### config.mk
export PLATFORM = sky130hd
export DESIGN_NAME = warning_alert_sequencer
export DESIGN_NICKNAME = d
export VERILOG_FILES = /design/src/rtl/warning_pkg.sv /design/src/rtl/warn_display_rotator.sv /design/src/rtl/warning_alert_sequencer.sv
export SDC_FILE = /design/constraint.sdc
export NUM_CORES = 1
export LEC_CHECK = 0
export CAP_MARGIN = 20
export CORE_MARGIN = 5
export CORE_UTILIZATION = 60
export DETAILED_ROUTE_END_ITERATION = 10
export PLACE_DENSITY = 0.83
export SLEW_MARGIN = 40
export SYNTH_ARGS = -nofsm -noshare
export SYNTH_HDL_FRONTEND = slang
export SYNTH_SLANG_ARGS = --single-unit
### constraint.sdc
create_clock -name clk -period 11 [get_ports clk]
set_clock_uncertainty 0.2 [all_clocks]
set_input_delay 2.2 -clock clk [delete_from_list [all_inputs] [get_ports clk]]
set_output_delay 2.2 -clock clk [all_outputs]
set_load 0.01 [all_outputs]
### src/rtl/warning_pkg.sv
// rtl/warning_pkg.sv - shared alert-state encoding and warning bit indices
package warning_pkg;

  localparam int NUM_WARN = 7;

  localparam int W_SEAT   = 0;
  localparam int W_DOOR   = 1;
  localparam int W_HOOD   = 2;
  localparam int W_TRUNK  = 3;
  localparam int W_BAT    = 4;
  localparam int W_AIRBAG = 5;
  localparam int W_TEMP   = 6;

  typedef enum logic [1:0] {
    ST_IDLE  = 2'd0,
    ST_PRI1  = 2'd1,
    ST_PRI2  = 2'd2,
    ST_MUTED = 2'd3
  } alert_state_t;

endpackage

### src/rtl/warn_display_rotator.sv
// rtl/warn_display_rotator.sv - time-multiplexes active warnings onto one display code
module warn_display_rotator
  import warning_pkg::*;
#(
  parameter int DWELL = 8
) (
  input  logic                clk,
  input  logic                rst_n,
  input  logic [NUM_WARN-1:0] warn_vec,
  input  logic                tick,
  output logic                disp_valid,
  output logic [2:0]          disp_code
);

  localparam int DW_W = $clog2(DWELL + 1);
  localparam logic [DW_W-1:0] DW_LAST = DW_W'(DWELL - 1);

  logic [2:0]          idx, idx_d;
  logic [DW_W-1:0]     dwell, dwell_d;
  logic                valid_d;
  logic [NUM_WARN-1:0] vec_prev, rise_above;

  // Next set bit strictly after 'from', wrapping; returns 'from' if it is the only one.
  function automatic logic [2:0] next_set(input logic [NUM_WARN-1:0] v, input logic [2:0] from);
    logic [2:0] r;
    r = from;
    for (int k = NUM_WARN; k >= 1; k--) begin
      if (v[(int'(from) + k) % NUM_WARN]) r = 3'((int'(from) + k) % NUM_WARN);
    end
    return r;
  endfunction

  function automatic logic [2:0] top_bit(input logic [NUM_WARN-1:0] v);
    logic [2:0] r;
    r = 3'd0;
    for (int i = 0; i < NUM_WARN; i++) begin
      if (v[i]) r = 3'(i);
    end
    return r;
  endfunction

  always_comb begin
    for (int i = 0; i < NUM_WARN; i++) begin
      rise_above[i] = warn_vec[i] & ~vec_prev[i] & (~disp_valid | (i > int'(idx)));
    end
  end

  always_comb begin
    valid_d = disp_valid;
    idx_d   = idx;
    dwell_d = dwell;
    if (warn_vec == '0) begin
      valid_d = 1'b0;
      idx_d   = 3'd0;
      dwell_d = '0;
    end else if (rise_above != '0) begin
      valid_d = 1'b1;
      idx_d   = top_bit(rise_above);
      dwell_d = '0;
    end else if (!disp_valid) begin
      valid_d = 1'b1;
      idx_d   = top_bit(warn_vec);
      dwell_d = '0;
    end else if (!warn_vec[idx]) begin
      idx_d   = next_set(warn_vec, idx);
      dwell_d = '0;
    end else if (tick) begin
      if (dwell == DW_LAST) begin
        idx_d   = next_set(warn_vec, idx);
        dwell_d = '0;
      end else begin
        dwell_d = dwell + DW_W'(1);
      end
    end
  end

  always_ff @(posedge clk) begin
    if (!rst_n) begin
      idx        <= 3'd0;
      dwell      <= '0;
      vec_prev   <= '0;
      disp_valid <= 1'b0;
      disp_code  <= 3'd0;
    end else begin
      idx        <= idx_d;
      dwell      <= dwell_d;
      vec_prev   <= warn_vec;
      disp_valid <= valid_d;
      disp_code  <= valid_d ? (idx_d + 3'd1) : 3'd0;
    end
  end

endmodule

### src/rtl/warning_alert_sequencer.sv
// rtl/warning_alert_sequencer.sv - chime cadence FSM, mute handling and display rotation
// Optional: ALERT_LOG_EN adds the saturating pri1_count output.
module warning_alert_sequencer
  import warning_pkg::*;
#(
  parameter int TICK_DIV = 1000,
  parameter int P1_ON    = 2,
  parameter int P1_OFF   = 2,
  parameter int P2_ON    = 4,
  parameter int P2_OFF   = 12,
  parameter int P2_REPS  = 5,
  parameter int DWELL    = 8
) (
  input  logic                clk,
  input  logic                rst_n,
  input  logic                warn_pri1,
  input  logic                warn_pri2,
  input  logic [NUM_WARN-1:0] warn_vec,
  input  logic                mute_req,
  output logic                chime_out,
  output logic                disp_valid,
  output logic [2:0]          disp_code,
  output logic [1:0]          alert_state
`ifdef ALERT_LOG_EN
  ,
  output logic [7:0]          pri1_count
`endif
);

  localparam int PW = (TICK_DIV > 2) ? $clog2(TICK_DIV) : 1;
  localparam logic [PW-1:0] PMAX    = PW'(TICK_DIV - 1);
  localparam logic [15:0]   P1_LAST = 16'(P1_ON + P1_OFF - 1);
  localparam logic [15:0]   P2_LAST = 16'(P2_ON + P2_OFF - 1);
  localparam logic [15:0]   P1_HI   = 16'(P1_ON);
  localparam logic [15:0]   P2_HI   = 16'(P2_ON);
  localparam logic [3:0]    B_LAST  = 4'(P2_REPS - 1);

  alert_state_t        state, state_d;
  logic [PW-1:0]       presc;
  logic                tick;
  logic [15:0]         phase, phase_d;
  logic [3:0]          burst, burst_d;
  logic                fresh, silence, chime_d;
  logic                mute_prev, mute_rise;
  logic [NUM_WARN-1:0] vec_prev;
  logic                vec_rise;

  assign tick        = (presc == PMAX);
  assign mute_rise   = mute_req & ~mute_prev;
  assign vec_rise    = |(warn_vec & ~vec_prev);
  assign alert_state = state;

  always_comb begin
    state_d = state;
    phase_d = phase;
    burst_d = burst;
    fresh   = 1'b0;
    silence = 1'b0;
    case (state)
      ST_IDLE: begin
        if (warn_pri1) begin
          state_d = ST_PRI1;
          fresh   = 1'b1;
        end else if (warn_pri2) begin
          state_d = ST_PRI2;
          fresh   = 1'b1;
        end
      end
      ST_PRI1: begin
        if (warn_pri1) begin
          if (tick) phase_d = (phase == P1_LAST) ? 16'd0 : phase + 16'd1;
        end else if (warn_pri2) begin
          state_d = ST_PRI2;
          fresh   = 1'b1;
        end else begin
          state_d = ST_IDLE;
        end
      end
      ST_PRI2: begin
        if (warn_pri1) begin
          state_d = ST_PRI1;
          fresh   = 1'b1;
        end else if (!warn_pri2) begin
          state_d = ST_IDLE;
        end else begin
          if (tick) begin
            if (phase == P2_LAST) begin
              phase_d = 16'd0;
              burst_d = burst + 4'd1;
              silence = (burst == B_LAST);
            end else begin
              phase_d = phase + 16'd1;
            end
          end
          if (mute_rise || silence) state_d = ST_MUTED;
        end
      end
      ST_MUTED: begin
        if (warn_pri1) begin
          state_d = ST_PRI1;
          fresh   = 1'b1;
        end else if (!warn_pri2) begin
          state_d = ST_IDLE;
        end else if (vec_rise) begin
          state_d = ST_PRI2;
          fresh   = 1'b1;
        end
      end
      default: state_d = ST_IDLE;
    endcase
    if (fresh) begin
      phase_d = 16'd0;
      burst_d = 4'd0;
    end
    // Chime is registered from the next state so it moves on the same edge as alert_state.
    chime_d = ((state_d == ST_PRI1) && (phase_d < P1_HI)) ||
              ((state_d == ST_PRI2) && (phase_d < P2_HI));
  end

  always_ff @(posedge clk) begin
    if (!rst_n) begin
      state     <= ST_IDLE;
      presc     <= '0;
      phase     <= 16'd0;
      burst     <= 4'd0;
      chime_out <= 1'b0;
      mute_prev <= 1'b0;
      vec_prev  <= '0;
    end else begin
      state     <= state_d;
      presc     <= tick ? '0 : presc + PW'(1);
      phase     <= phase_d;
      burst     <= burst_d;
      chime_out <= chime_d;
      mute_prev <= mute_req;
      vec_prev  <= warn_vec;
    end
  end

`ifdef ALERT_LOG_EN
  always_ff @(posedge clk) begin
    if (!rst_n) begin
      pri1_count <= 8'd0;
    end else if ((state != ST_PRI1) && (state_d == ST_PRI1) && (pri1_count != 8'hFF)) begin
      pri1_count <= pri1_count + 8'd1;
    end
  end
`endif

  warn_display_rotator #(
    .DWELL(DWELL)
  ) u_rotator (
    .clk       (clk),
    .rst_n     (rst_n),
    .warn_vec  (warn_vec),
    .tick      (tick),
    .disp_valid(disp_valid),
    .disp_code (disp_code)
  );

endmodule
==> results of run 1 <==
[flip-flops by register name, indices dropped and copies added (netlist names)]
register              flops
alert_state               2
u_rotator.disp_code       3
phase                    16
u_rotator.vec_prev        7
u_rotator.disp_valid      1
chime_out                 1
u_rotator.dwell           4
mute_prev                 1
u_rotator.idx             3
burst                     4
presc                    10
[cell usage in the layout, fill, tap and decap left out, types with 17 or more instances in the layout]
cell type and n:
a31oi_1 19, ha_1 40, a21oi_1 53, nor3_1 18, o21ai_0 43, dfxtp_1 50, nor2b_1 18, and2_1 27
nand2b_1 17, nand2_1 58, clkdlybuf4s50_1 17, nand3_1 18, mux2i_1 17, inv_1 36, nor2_1 70
[stage by stage]
stage	instance area, um^2	hold WS (ns)	std cells
after floorplan	5634	0.2260	757
after global placement	5843	0.2417	854
after detailed placement	5851	0.2675	854
after CTS	5939	0.2829	862
after global routing	5934	0.3122	862
final	5934	0.2750	862
[power by group through the flow]
stage | Sequential [mW] | Combinational [mW] | Clock, mW
after global placement | 0.217 | 1.24 | 0
after floorplan | 0.222 | 1.02 | 0
after detailed placement | 0.218 | 1.28 | 0
after global routing | 0.217 | 1.44 | 0.122
final | 0.215 | 1.32 | 0.112
after CTS | 0.214 | 1.29 | 0.114
[per-layer routing]
layer | global-route usage | wire length [um] | up-vias
met5 | 0 | 0 | -
met4 | 0.1324 | 730 | 0
met3 | 0.03853 | 1151 | 65
met2 | 0.4685 | 7407 | 292
met1 | 0.3310 | 6457 | 2736
li1 | - | - | 2813
[logic make-up (layout without fill, tap and decap cells)]
group                    count (synthesis)  in the layout  synth area share
flip-flops                              52             52            0.1848
AND/OR/NAND/NOR                        302            302            0.2849
AO/OA/AOI/OAI                          237            237            0.2927
buffers and inverters                   73             67           0.04952
multiplexers                            30             30           0.06218
adder cells (fa/ha/maj)                 40             40           0.08883
XOR/XNOR                                23             23           0.03709
[layout make-up]
cell class | count | area, um^2 | area share
clock buffers | 6 | 72.57 | 0.01223
clock inverters | 2 | 16.27 | 0.002741
inverters | 38 | 145.1 | 0.02446
multi-input cells | 632 | 4320 | 0.7280
flip-flops and latches | 52 | 1044 | 0.1758
well taps | 111 | 138.9 | 0.02340
repair buffers | 21 | 197.7 | 0.03331
[worst max-delay path by stage]
stage	endpoint
after floorplan	u_rotator.disp_code[1]$_SDFF_PP0_
after global placement	u_rotator.disp_code[1]$_SDFF_PP0_
after detailed placement	u_rotator.disp_code[1]$_SDFF_PP0_
after CTS	u_rotator.disp_code[1]$_SDFF_PP0_
after global routing	u_rotator.disp_code[2]$_SDFF_PP0_
final	u_rotator.disp_code[1]$_SDFF_PP0_
==> results.toml, run 1 <==
[logic_synthesis]
syn-cell-area_um2 = 5634
synthTopCellsByArea = "dfxtp_1 (18%), ha_1 (8.9%), a21oi_1 (4.7%)"
synth_cells = 757
async_reset_ff_frac = 0
synth_top_area_cell = "dfxtp_1"
synth_nets = 809
synth.most_common_cell = "nor2_1"
synthTopCellsByCount = "nor2_1 (70), nand2_1 (58), a21oi_1 (53)"
yosysTopAreaCellShare = 0.1848
synth_area_per_cell_um2 = 7.443
synth_edf_count = 0
yosysWarnings = 0
synth-seq-cells = 52
yosysSeqAreaShare = 0.1848
synth_cell_type_count = 79
synth_ff_type = "dfxtp_1"

[finish]
nFillCells = 787
num_antenna_cells = 0
finalNetCount = 802
layout-drive-gt1-share = 0.06258
post-route-util = 0.6453
area_delta_synth_final_pct = 5.330

[sta]
worstMarginPinSlew_ns = 0.8961
rsz0062_at_grt = "no"
drv_slew = 0
fin_crit_ns = 6.751
timing.setup.tns_ns = 0
finalSetupViolCount = 0
setup_ws_ns = 4.249
hold_violations = 0
maxSlewHeadroom = 0.3980
max_freq_mhz = 148.1
finalCritPeriodShare = 0.6138

[grt]
grt_pass1_vias = 5603
grt.overflow.total = 0
grt_pass1_wl_um = 25910
grt_max_degree = 70
antenna_found_initial = 0
grt_use_total = 0.2718

[run_status]
status = "completed"

[critical_path]
required_ns = 11.01
setup.worst_path.start = "u_rotator.idx[0]$_SDFF_PN0_"
path_buf_inv = 4
path_cells = "buf_4, clkinv_1, ha_1, inv_1, ha_1, ha_1, a311oi_1, nor2_1, inv_1, ha_1, and2_1, o21ai_0, and2_0, a311oi_1, o21bai_1, mux2i_1, a2111oi_0, o41ai_1, a22oi_1, a21oi_1, ha_1, and3_1"
worst_ep_arrival_time_ns = 6.76
crit_top_cell = "ha_1"
reg2reg_slack_ns = 4.25
slowest_stage = "ha_1"
worst-path-max-fanout = 69
r2r-end = "u_rotator.disp_code[1]$_SDFF_PP0_"
worstReg2RegStart = "u_rotator.idx[0]$_SDFF_PN0_"
path_class = "reg -> reg"
reg2regPathDepth = 22
cp-start-kind = "flop"
max_stage_delay_ns = 0.81
cpLargestDelayFamily = "compound AO/OA/AOI/OAI gates"
path_depth = 22
endpoint_kind = "flop"

[die]
start_util = 0.6127
num_rows = 35
die_area_um2 = 11430
ioPinCount = 19
die_x_um = 106.9
core-area_um2 = 9196
die_height_um = 106.9

[clocking]
cts-buffers-inserted = 5
postCtsSetupBuffers = 0
insertion_delay_ns = 0.31
path_clk_slew_ns = 0.10
post_cts_resized = 0
cts_tree = "done"
numClockSinks = 52
ctsHoldBuffers = 0
clockBufferDepth = 2
h-tree-depth = 2
cts_root_buffer = "clkbuf_8"

[hold_path]
hp-class = "reg -> reg"
hold_start = "presc[0]$_SDFF_PP0_"
hold_path_depth = 1
holdPathEnd = "presc[0]$_SDFF_PP0_"

[placed_design]
gp_congestion = 0.9764
pre_cts_ws_ns = 4.459
hpwl_um = 11730
io_buffers = 18

[route]
wl_per_cell_um = 18.27
drc = 0
drt_pre_antenna_iters = 7
drtIter0Drc = 530
vias = 5906
drtAntennaViolNets = 0
via_per_inst = 6.852
routed_wl_um = 15750

[job]
cap_violations = 0

[power_and_ir_drop]
ir_drop_mv = 0.1629
leakage_nw = 2.301
pwr-share-comb = 0.802
netSwitchingFraction = 0.5187
powerDensity_nw_per_um2 = 277.9
p_clk_frac = 0.068
switchingPower_uw = 855.3
p_int_uw = 793.6
seqPwrFrac = 0.130
finalPower_mw = 1.649
No activity file was read; power rests on OpenSTA's default activity.
==> inputs of run 2 (changes only) <==
--- a/config.mk
+++ b/config.mk
@@ -7,7 +7,7 @@
 export LEC_CHECK = 0
 export CAP_MARGIN = 20
 export CORE_MARGIN = 5
-export CORE_UTILIZATION = 60
+export CORE_UTILIZATION = 57
 export DETAILED_ROUTE_END_ITERATION = 10
 export PLACE_DENSITY = 0.83
 export SLEW_MARGIN = 40
==> constraint.sdc (replaced) <==
create_clock -name clk -period 6.2 [get_ports clk]
set_clock_uncertainty 0.2 [all_clocks]
set_input_delay 1.24 -clock clk [delete_from_list [all_inputs] [get_ports clk]]
set_output_delay 1.24 -clock clk [all_outputs]
set_load 0.01 [all_outputs]
==> results.toml, run 2 (synthesis gave the netlist of run 1 again) <==
[run_status]
status = "completed"

[clocking]
clockBufferDepth = 2
insertion_delay_ns = 0.31
postCtsSetupBuffers = 0
ctsHoldBuffers = 0
numClockSinks = 52
post_cts_resized = 0
cts-buffers-inserted = 5
cts_root_buffer = "clkbuf_8"
path_clk_slew_ns = 0.11
h-tree-depth = 2
cts_tree = "done"

[route]
routed_wl_um = 16340
via_per_inst = 6.642
wl_per_cell_um = 18.30
drc = 0
drt_pre_antenna_iters = 5
drtAntennaViolNets = 0
drtIter0Drc = 503
vias = 5931

[finish]
num_antenna_cells = 0
layout-drive-gt1-share = 0.07763
area_delta_synth_final_pct = 7.595
largest_reg_flops = 16
top_regs = "phase: 16 flops, presc: 10 flops, u_rotator.vec_prev: 7 flops"
finalNetCount = 811
post-route-util = 0.6231
final_cells = 893
nFillCells = 904
layout_commonest_cell = "nor2_1"
regMostFlops = "phase"
mostFrequentLayoutCells = "nor2_1 (70), nand2_1 (58), a21oi_1 (53), dfxtp_1 (51), o21ai_0 (43)"

[placed_design]
hpwl_um = 12180
gp_congestion = 0.9585
io_buffers = 18
placed_cells = 885

[sta]
maxSlewHeadroom = 0.4806
hold_violations = 0
finalCritPeriodShare = 0.9414
finalSetupViolCount = 0
hold_ws_ns = 0.2760
worstMarginPinSlew_ns = 0.7767
drv_slew = 0
max_freq_mhz = 171.3
timing.setup.tns_ns = 0
fin_crit_ns = 5.837
rsz0062_at_grt = "no"

[power_and_ir_drop]
powerDensity_nw_per_um2 = 495.1
finalPower_mw = 3.001
leakage_nw = 2.356
ir_drop_mv = 0.2183

[grt]
grt_max_degree = 68
grt_pass1_vias = 5455
antenna_found_initial = 0
grt_use_total = 0.2699
grt.overflow.total = 0
grt_pass1_wl_um = 26210

[critical_path]
cp-start-kind = "flop"
reg2reg_slack_ns = 0.36
path_class = "reg -> reg"
worst-path-max-fanout = 23
r2r-end = "u_rotator.disp_code[1]$_SDFF_PP0_"
required_ns = 6.21
worst_ep_arrival_time_ns = 5.85
endpoint_kind = "flop"
worstReg2RegStart = "u_rotator.idx[1]$_SDFF_PN0_"
reg2regPathDepth = 20
setup.worst_path.start = "u_rotator.idx[1]$_SDFF_PN0_"

[job]
cap_violations = 0

[die]
die_x_um = 109.4
ioPinCount = 19
start_util = 0.5791
die_area_um2 = 11970
num_rows = 36
die_height_um = 109.4
core-area_um2 = 9729

[hold_path]
hp-class = "reg -> reg"
hold_path_depth = 1
holdPathEnd = "presc[0]$_SDFF_PP0_"
hold_start = "presc[0]$_SDFF_PP0_"
[run 2: report_power, final]
group / internal (mW) / total [mW] / switching [mW]
sequential: 0.357 / 0.373 / 0.0156
clock: 0.0917 / 0.212 / 0.120
combinational: 0.992 / 2.42 / 1.42
[run 2: metal layers]
metal  routed length [um]  vias up  track usage  part of all wire
met1                 6746     2785       0.3399              0.41
met2                 7773      274       0.4721              0.48
met3                 1334       48      0.03934             0.082
met5                    0        -            0                 0
met4                  484        0      0.08727             0.030
li1                     -     2824            -                 -
[run 2: worst max-delay path: stages (launching register included)]
cell and delay [ns]:
dfxtp_1 0.35, buf_4 0.28, ha_1 0.42, xnor2_2 0.26
ha_1 0.27, ha_1 0.27, nor2_1 0.26, a32oi_1 0.09
nand3_1 0.26, ha_1 0.28, o21ai_0 0.14, a31oi_1 0.33
nor2_1 0.17, a311oi_1 0.43, a21o_1 0.28, a2111oi_0 0.14
o41ai_1 0.58, a22oi_1 0.17, a21oi_1 0.15, ha_1 0.24
and3_1 0.16
[run 2: how the worst max path moves through the flow]
stage                                              endpoint
after global placement    u_rotator.disp_code[1]$_SDFF_PP0_
after CTS                 u_rotator.disp_code[1]$_SDFF_PP0_
after floorplan           u_rotator.disp_code[1]$_SDFF_PP0_
after detailed placement  u_rotator.disp_code[1]$_SDFF_PP0_
after global routing      u_rotator.disp_code[2]$_SDFF_PP0_
final                     u_rotator.disp_code[1]$_SDFF_PP0_
[run 2: metrics by stage]
step | worst slack [ns] | area (um^2)
finish | 0.3634 | 6062
global route | 0.03040 | 6062
CTS | 0.5616 | 6041
detailed placement | 0.5932 | 5944
global placement | 0.8374 | 5938
floorplan | 0.6560 | 5634
[run 2: layout make-up]
type	count	area (um^2)	area share
timing repair buffer	30	270.3	0.04458
clock buffer	6	82.58	0.01362
inverter	38	145.1	0.02394
clock inverter	2	13.76	0.002270
sequential	52	1042	0.1719
multi-input combinational	632	4342	0.7162
tap	133	166.4	0.02745
